`src/rtl/twiddle_rom_arbiter.sv`:
```
// twiddle_rom_arbiter
//   Shares the single fixed-latency read port of twiddle_rom between NUM_REQ
//   requesters (butterfly lanes, address generator, debug reader). At most one
//   ROM read is issued per cycle, picked round-robin among eligible requesters.
//   Each in-flight read carries its requester id down a tag pipeline whose depth
//   matches the ROM latency, so the returning word lands in the right
//   per-requester response register.
//
// Ports
//   clk_i, reset_i      clock, asynchronous active-high reset
//   req_valid_i/addr_i  per-requester read request, addresses packed by index
//   req_ready_o         one-hot grant (zero when nobody is eligible)
//   rsp_valid_o/data_o  per-requester response register, packed by index
//   rsp_ready_i         per-requester response consume
//   rom_addr_o/_valid_o registered read address towards twiddle_rom
//   rom_data_i/_valid_i word returning from twiddle_rom
//   busy_o              some requester has a read outstanding
//   err_o               sticky: ROM data valid disagreed with the tag pipeline
//
// Handshakes: a request transfers on a cycle where req_valid_i[i] and
// req_ready_o[i] are both high; a response transfers on a cycle where
// rsp_valid_o[i] and rsp_ready_i[i] are both high. req_ready_o is computed
// from req_valid_i in the same cycle, so requesters must never derive valid
// from ready. rsp_valid_o holds until consumed and rsp_data_o holds until the
// next response for that requester overwrites it.

module twiddle_rom_arbiter #(
  parameter int NUM_REQ     = 4,
  parameter int ADDR_WIDTH  = 16,
  parameter int DATA_WIDTH  = 32,
  parameter int ROM_LATENCY = 1
) (
  input  logic                          clk_i,
  input  logic                          reset_i,
  input  logic [NUM_REQ-1:0]            req_valid_i,
  input  logic [NUM_REQ*ADDR_WIDTH-1:0] req_addr_i,
  output logic [NUM_REQ-1:0]            req_ready_o,
  output logic [NUM_REQ-1:0]            rsp_valid_o,
  input  logic [NUM_REQ-1:0]            rsp_ready_i,
  output logic [NUM_REQ*DATA_WIDTH-1:0] rsp_data_o,
  output logic [ADDR_WIDTH-1:0]         rom_addr_o,
  output logic                          rom_addr_valid_o,
  input  logic [DATA_WIDTH-1:0]         rom_data_i,
  input  logic                          rom_data_valid_i,
  output logic                          busy_o,
  output logic                          err_o
);

  localparam int IDW = (NUM_REQ > 1) ? $clog2(NUM_REQ) : 1;

  logic [NUM_REQ-1:0]                 pending_q;
  logic [NUM_REQ-1:0]                 rsp_valid_q;
  logic [NUM_REQ-1:0][DATA_WIDTH-1:0] rsp_data_q;
  logic [IDW-1:0]                     rr_q;
  logic [ADDR_WIDTH-1:0]              rom_addr_q;
  logic                               rom_addr_valid_q;
  logic [IDW-1:0]                     rom_id_q;
  logic [ROM_LATENCY-1:0]             tag_v_q;
  logic [ROM_LATENCY-1:0][IDW-1:0]    tag_id_q;
  logic                               err_q;

  logic [NUM_REQ-1:0]    elig;
  logic [NUM_REQ-1:0]    grant;
  logic                  grant_any;
  logic [IDW-1:0]        grant_id;
  logic [ADDR_WIDTH-1:0] grant_addr;
  logic [IDW-1:0]        idx;
  logic                  tag_out_v;
  logic [IDW-1:0]        tag_out_id;

  // pending is the registered flag, so a requester consuming its response
  // this cycle only becomes eligible again on the following cycle.
  assign elig = req_valid_i & ~pending_q;

  // Round-robin search starting at rr_q, wrapping modulo NUM_REQ.
  always_comb begin
    grant      = '0;
    grant_any  = 1'b0;
    grant_id   = '0;
    grant_addr = '0;
    idx        = '0;
    for (int k = 0; k < NUM_REQ; k++) begin
      idx = IDW'((int'(rr_q) + k) % NUM_REQ);
      if (!grant_any && !reset_i && elig[idx]) begin
        grant_any   = 1'b1;
        grant[idx]  = 1'b1;
        grant_id    = idx;
        grant_addr  = req_addr_i[int'(idx)*ADDR_WIDTH +: ADDR_WIDTH];
      end
    end
  end

  // Issue stage: the accepted address goes to the ROM on the next cycle,
  // with its requester id travelling alongside.
  always_ff @(posedge clk_i or posedge reset_i) begin
    if (reset_i) begin
      rr_q             <= '0;
      rom_addr_q       <= '0;
      rom_addr_valid_q <= 1'b0;
      rom_id_q         <= '0;
    end else begin
      rom_addr_valid_q <= grant_any;
      if (grant_any) begin
        rom_addr_q <= grant_addr;
        rom_id_q   <= grant_id;
        rr_q       <= (grant_id == IDW'(NUM_REQ - 1)) ? '0 : grant_id + 1'b1;
      end
    end
  end

  // Tag pipeline: entry 0 is loaded from the issue stage, so the last entry
  // lines up with rom_data_valid_i ROM_LATENCY cycles after the address.
  always_ff @(posedge clk_i or posedge reset_i) begin
    if (reset_i) begin
      tag_v_q  <= '0;
      tag_id_q <= '0;
    end else begin
      tag_v_q[0]  <= rom_addr_valid_q;
      tag_id_q[0] <= rom_id_q;
      for (int s = 1; s < ROM_LATENCY; s++) begin
        tag_v_q[s]  <= tag_v_q[s-1];
        tag_id_q[s] <= tag_id_q[s-1];
      end
    end
  end

  assign tag_out_v  = tag_v_q[ROM_LATENCY-1];
  assign tag_out_id = tag_id_q[ROM_LATENCY-1];

  // Response slots. A slot is always free when its tag returns because the
  // requester cannot be granted again until the previous response is consumed,
  // so capture and consume never target the same slot in one cycle.
  always_ff @(posedge clk_i or posedge reset_i) begin
    if (reset_i) begin
      pending_q   <= '0;
      rsp_valid_q <= '0;
      rsp_data_q  <= '0;
    end else begin
      for (int i = 0; i < NUM_REQ; i++) begin
        if (grant[i]) begin
          pending_q[i] <= 1'b1;
        end else if (rsp_valid_q[i] && rsp_ready_i[i]) begin
          pending_q[i] <= 1'b0;
        end
        if (tag_out_v && (tag_out_id == IDW'(i))) begin
          rsp_valid_q[i] <= 1'b1;
          rsp_data_q[i]  <= rom_data_i;
        end else if (rsp_valid_q[i] && rsp_ready_i[i]) begin
          rsp_valid_q[i] <= 1'b0;
        end
      end
    end
  end

  // Data with no tag is dropped; a tag with no data still loads the slot.
  always_ff @(posedge clk_i or posedge reset_i) begin
    if (reset_i) begin
      err_q <= 1'b0;
    end else if (rom_data_valid_i != tag_out_v) begin
      err_q <= 1'b1;
    end
  end

  assign req_ready_o      = grant;
  assign rsp_valid_o      = rsp_valid_q;
  assign rsp_data_o       = rsp_data_q;
  assign rom_addr_o       = rom_addr_q;
  assign rom_addr_valid_o = rom_addr_valid_q;
  assign busy_o           = |pending_q;
  assign err_o            = err_q;

endmodule

```
`config.mk`:
```
export PLATFORM = sky130hd
export DESIGN_NAME = twiddle_rom_arbiter
export DESIGN_NICKNAME = d
export VERILOG_FILES = /design/src/rtl/twiddle_rom_arbiter.sv
export SDC_FILE = /design/constraint.sdc
export NUM_CORES = 1
export LEC_CHECK = 0
export CORE_MARGIN = 2
export CORE_UTILIZATION = 43
export CTS_CLUSTER_SIZE = 25
export DETAILED_ROUTE_END_ITERATION = 10
export GPL_ROUTABILITY_DRIVEN = 0
export PLACE_DENSITY = 0.74
export SLEW_MARGIN = 25
export SYNTH_ARGS = -nofsm -noshare
export SYNTH_HDL_FRONTEND = slang
export SYNTH_SLANG_ARGS = --single-unit
```
`constraint.sdc`:
```
create_clock -name clk_i -period 20.9 [get_ports clk_i]
set_input_delay 2.09 -clock clk_i [delete_from_list [all_inputs] [get_ports clk_i]]
set_output_delay 2.09 -clock clk_i [all_outputs]
set_load 0.01 [all_outputs]
```
Word level (Yosys, flattened, before mapping). Cells that the tools add are included.

Bits in registers: 161. Bits in latches: 0. Memory bits (writable): 0. Memory bits (read-only): 0. Bits of input ports: 107. Output and inout port bits: 155. Logic and storage cells: 123. Memories kept: 0.

Add/sub/neg operators: 4. Multiply operators: 0. Divide/modulo/power cells: 0. Magnitude comparators: 8. Equal/unequal tests: 5. Shift operators: 4. Muxes and demuxes: 45. Bitwise gates (word level): 5. Reductions and logical operators: 33.

Operators with widths (count): indexed part select 64 x 7 -> 16 bit (4); 2-to-1 mux 16 bit (4); 2-to-1 mux 1 bit (24); logical AND 1 bit (19); 2-to-1 mux 4 bit (4); nonzero test 2 bit (8); < comparator 2 x 3 -> 1 bit (second input constant) (4); OR 4 bit (3); 2-to-1 mux 2 bit (5); binary-select mux 1 bit (select 2 bit) (4); demux 1 bit (select 2 bit) (4); >= comparator 2 x 1 -> 1 bit (second input constant) (4); equality test 2 bit (second input constant) (3); adder 2 x 1 -> 2 bit (second input constant) (2); adder 2 bit (second input constant) (2); bitwise AND 4 bit (1); zero test 1 bit (4); inverter 4 bit (1); OR reduction 4 bit (1); equality test 2 x 1 -> 1 bit (second input constant) (1); zero test 2 bit (1); != test 1 bit (1).

Logic depth before layout (Yosys ltp).
Depth in word-level cells: 20. Mapped depth: 13. Depth with buffers taken out: 10.

Worst setup path before layout. Ideal clock, no wire load.

Path type: input to register. From: in reset_i. To: reg rr_q[0]. Setup time: 121 ps. Arrival time: 8884 ps. Required time: 20779 ps. Setup slack: 11895 ps. Stages on the path: 9. Path buffers: 3. Cell sequence: buf_1 -> inv_1 -> clkbuf_1 -> clkbuf_1 -> nand4_1 -> o21ai_0 -> ha_1 -> o21ai_0 -> a22o_1.

Longest elaborated chain between the ends: 17. Elaborated cells on any way between the ends: 22. Classes of those cells: add/sub (1); eq/ne (1); mux (9); reduce/logical (11).

RTL lines: from (decl) (line 34) `input logic reset_i,`; zero test 1 bit (no line) *; logical AND 1 bit (line 84) `if (!grant_any && !reset_i && elig[idx]) begin`; 2-to-1 mux 1 bit (line 84); zero test 1 bit (line 84); logical AND 1 bit (2 in series) (line 84); 2-to-1 mux 1 bit (line 84); zero test 1 bit (line 84); logical AND 1 bit (2 in series) (line 84); 2-to-1 mux 1 bit (line 84); zero test 1 bit (line 84); logical AND 1 bit (2 in series) (line 84); 2-to-1 mux 2 bit * (line 84); named net grant_id[1] (line 65) `logic [IDW-1:0] grant_id;`; equality test 2 bit * (line 106) `rr_q <= (grant_id == IDW'(NUM_REQ - 1)) ? '0 : grant_id + 1'b1;`; 2-to-1 mux 2 bit * (line 106); to (signal assigned) (line 106); to (decl) (line 54) `logic [IDW-1:0] rr_q;`.

Mark *: on every way through the listed nets, which the timed path passes. The rest lies on a longest branch. A chain may end at the register's enable or synchronous reset.

Worst setup path in the final report.
From: in reset_i. To: out req_ready_o[0].

Longest elaborated chain between the ends: 15. Elaborated cells on any way between the ends: 21. Classes of those cells: mux (7); bitwise (3); reduce/logical (11).

RTL lines: zero test 1 bit (no line) *; logical AND 1 bit (line 84); 2-to-1 mux 1 bit (line 84); zero test 1 bit (line 84); logical AND 1 bit (2 in series) (line 84); 2-to-1 mux 1 bit (line 84); zero test 1 bit (line 84); logical AND 1 bit (2 in series) (line 84); 2-to-1 mux 1 bit (line 84); zero test 1 bit (line 84); logical AND 1 bit (2 in series) (line 84); 2-to-1 mux 4 bit * (line 84); to (decl) (line 37) `output logic [NUM_REQ-1:0] req_ready_o,`.

Mark *: on every way between the ends. The rest lies on a longest branch, timed or not.

==> results by group <==
Synthesis
  • Top_reg_cell synth: dfrtp_1
  • Synthesized flop and latch total: around 160
  • Count leader, synth: dfrtp_1
  • FFs w/ async S/R, synth: 1.00
  • Post-synth top area share: 0.473
  • Leading area contributor after synthesis: dfrtp_1
  • Mean area per synthesized cell: roughly 14 um2
  • Register area share after synthesis: 0.473
  • Post-Syn Nets: 715
  • Synth top cells by count: dfrtp_1 (161), mux2_2 (129), mux4_2 (66), clkbuf_1 (26), nand3_1 (25)
  • Cell variety after synth: 54
  • Largest cells by area after synthesis: dfrtp_1 (47%), mux4_2 (17%), mux2_2 (17%), a22o_1 (2.0%), a311o_1 (1.8%)
  • Yosys warning total: 0
  • Mapped Cells: ~600
  • EDFF count, synth: 0
  • Post-synthesis cell area: 0.00852 mm2

Drt
  • Routed WL: 23,900 um
  • First DRT Iteration DRCs: 418
  • WL per Instance: approximately 21 um
  • DR DRC count: 0
  • Via count: roughly 6,600
  • Vias per cell: a little under 6
  • Antenna Violating Nets Remaining: 0
  • First drt pass iteration count: 5

Critical path
  • FF-to-FF End: rr_q[0]
  • Worst Path Required: between 15 and 20 ns
  • CP endpoint kind: primary output
  • Setup crit start kind: input port
  • RR Startpoint: rr_q[1]
  • Crit Path Category: input port to primary output
  • Crit-path max FO: 18
  • R2R cell count: 11
  • CP arrival: between 5 and 6 ns
  • Flop-to-flop setup slack: 16.80 ns

STA
  • Clock skew: 0.00951 ns
  • Setup TNS: 0 ns
  • Slew Viols, Final: 0
  • RSZ-0062 raised after global routing: false
  • Final worst-path cycle share: 0.347
  • Final setup vio count: 0
  • Slew headroom: 0.315
  • Worst Tran Pin Value: a little over 1 ns
  • Min Tclk post-route: between 7 and 8 ns
  • Smallest setup slack after layout: approximately 14 ns
  • Achievable Freq: roughly 0.14 GHz
  • Fin. Hold Viols: 0

Power
  • Static Leak: around 4.7 nW
  • PD cells: about 170 mW/mm2
  • Worst IR drop on VDD: 0.0908 mV

Clocking
  • CTS tree: yes
  • Clk_lat worst skew: 0.42 ns
  • CTS resizes: 0
  • Clk slew on worst S/H paths: around 0.060 ns
  • Clock Path Buffers: 2
  • CTS root buf: clkbuf_16
  • CTS buffer count: 17
  • Clock sink count: around 160
  • Setup bufs post-CTS: 0
  • CTS H-tree depth: 4
  • Number of hold buffers added after CTS: 0

Global route
  • GR Layer Usage met3: 0.0448
  • Grt met2 use: 0.393
  • Total grt overflow: 0
  • GRT Resource Usage Total: 0.229
  • Gr busiest metal: met2
  • Vias in the first global route: 6,577
  • Largest net degree at the start of global routing: 77
  • GR Util met1: 0.293
  • Initial antenna violation count: 1
  • Global-route wire length before repair: between 30,000 and 40,000 um

Min path
  • Hold depth: 0
  • Hold wc startpoint: rom_id_q[0]
  • Worst Hold End: tag_id_q[0]
  • Worst Hold Class: register to register

Placement
  • Pre-CTS setup slack: about 14 ns
  • Hpwl dp: about 17,000 um
  • Buffers on Ports: 261

Layout
  • Share of cells above drive strength 1: 0.288
  • # nets final: ~960
  • Post-layout util: 0.618
  • Filler cells: ~1,500
  • Layout Area Growth over Synthesis: 41.2%
  • Total inserted antenna cells: 0

Floorplan
  • Die Wd: approximately 140 um
  • Die Y: approximately 140 um
  • Starting density of the core: 0.438
  • Die area: approximately 0.021 mm2
  • I/O pin count: about 260
  • # rows: 51
  • Core region area: just under 0.02 mm2

Outcome
  • Status: finished clean

Job
  • Max_cap viols: 0
## cells by family (layout without fill, tap and decap cells)
logic type / after synthesis / count (layout) / synth area share
AOI/OAI and AO/OA: 112 / 112 / 0.0974
xor gates and xnor gates: 1 / 1 / 0.00103
adders and majority gates: 5 / 5 / 0.00734
buffers and inverters: 57 / 313 / 0.0292
DFF: 161 / 161 / 0.473
muxes: 196 / 196 / 0.346
and+or+nand+nor: 71 / 71 / 0.0461
## cells in the final DEF (no fill, tap or decap), drive strengths merged, types with 13 or more instances in the layout
master / n
clkdlybuf4s50: 261
dfrtp: 161
mux2: 129
mux4: 66
o21ai: 27
nand3: 25
a21oi: 19
a22o: 19
clkbuf: 18
inv: 18
a311o: 15
nand2: 13
## metal layers
metal	share of wire	vias to the layer above
met5	0.00046	-
met1	0.40	3374
met2	0.50	323
met4	0.019	2
met3	0.076	33
li1	-	2872
## state kept, by name, summed over array words and instances, names as in the netlist, 2 cells and up
register / count
rom_id_q: 2
tag_id_q: 2
rr_q: 2
pending_q: 4
rsp_data_o: 128
rsp_valid_o: 4
rom_addr_o: 16
## critical path: stages
cell,delay (ns)
clkdlybuf4s50_1,0.73
nor4b_1,0.69
o21ai_1,0.16
buf_4,0.26
a211oi_4,0.41
a221o_1,0.25
clkdlybuf4s50_1,0.55
## how the worst max path moves through the flow
stage	start	to	slack, ns
after floorplan	reset_i	err_o	11.67
after global placement	reset_i	req_ready_o[2]	13.90
after detailed placement	reset_i	req_ready_o[2]	13.74
after CTS	reset_i	req_ready_o[2]	13.73
after global routing	reset_i	req_ready_o[0]	13.47
final	reset_i	req_ready_o[0]	13.66
## power by group
| group | internal [W] | switching [W] |
|---|---|---|
| Clock | 0.000208 | 0.000135 |
| Sequential | 0.000475 | 0.000110 |
| Combinational | 0.000649 | 0.000470 |
## metrics by stage
| stage | power [W] | instance area [um2] | std cells | hold slack (ns) |
|---|---|---|---|---|
| 3_5_place_dp | 0.00171 | 11300 | 1092 | 0.371 |
| 4_1_cts | 0.00206 | 12000 | 1124 | 0.386 |
| 6_report | 0.00205 | 12000 | 1124 | 0.384 |
| 3_3_place_gp | 0.00167 | 11300 | 1092 | 0.363 |
| 5_1_grt | 0.00217 | 12000 | 1124 | 0.397 |
| 2_1_floorplan | 0.00123 | 8520 | 603 | 0.353 |
## final cells by class
cell class / instances / area [um2] / share of cell area
clock buffers: 18 / 439 / 0.0365
clock inverters: 14 / 219 / 0.0182
inverters: 11 / 46.3 / 0.00385
multi-input cells: 385 / 4280 / 0.356
flip-flops and latches: 161 / 4030 / 0.335
well taps: 265 / 332 / 0.0276
repair buffers: 270 / 2680 / 0.223
No activity file was read; power rests on OpenSTA's default activity.
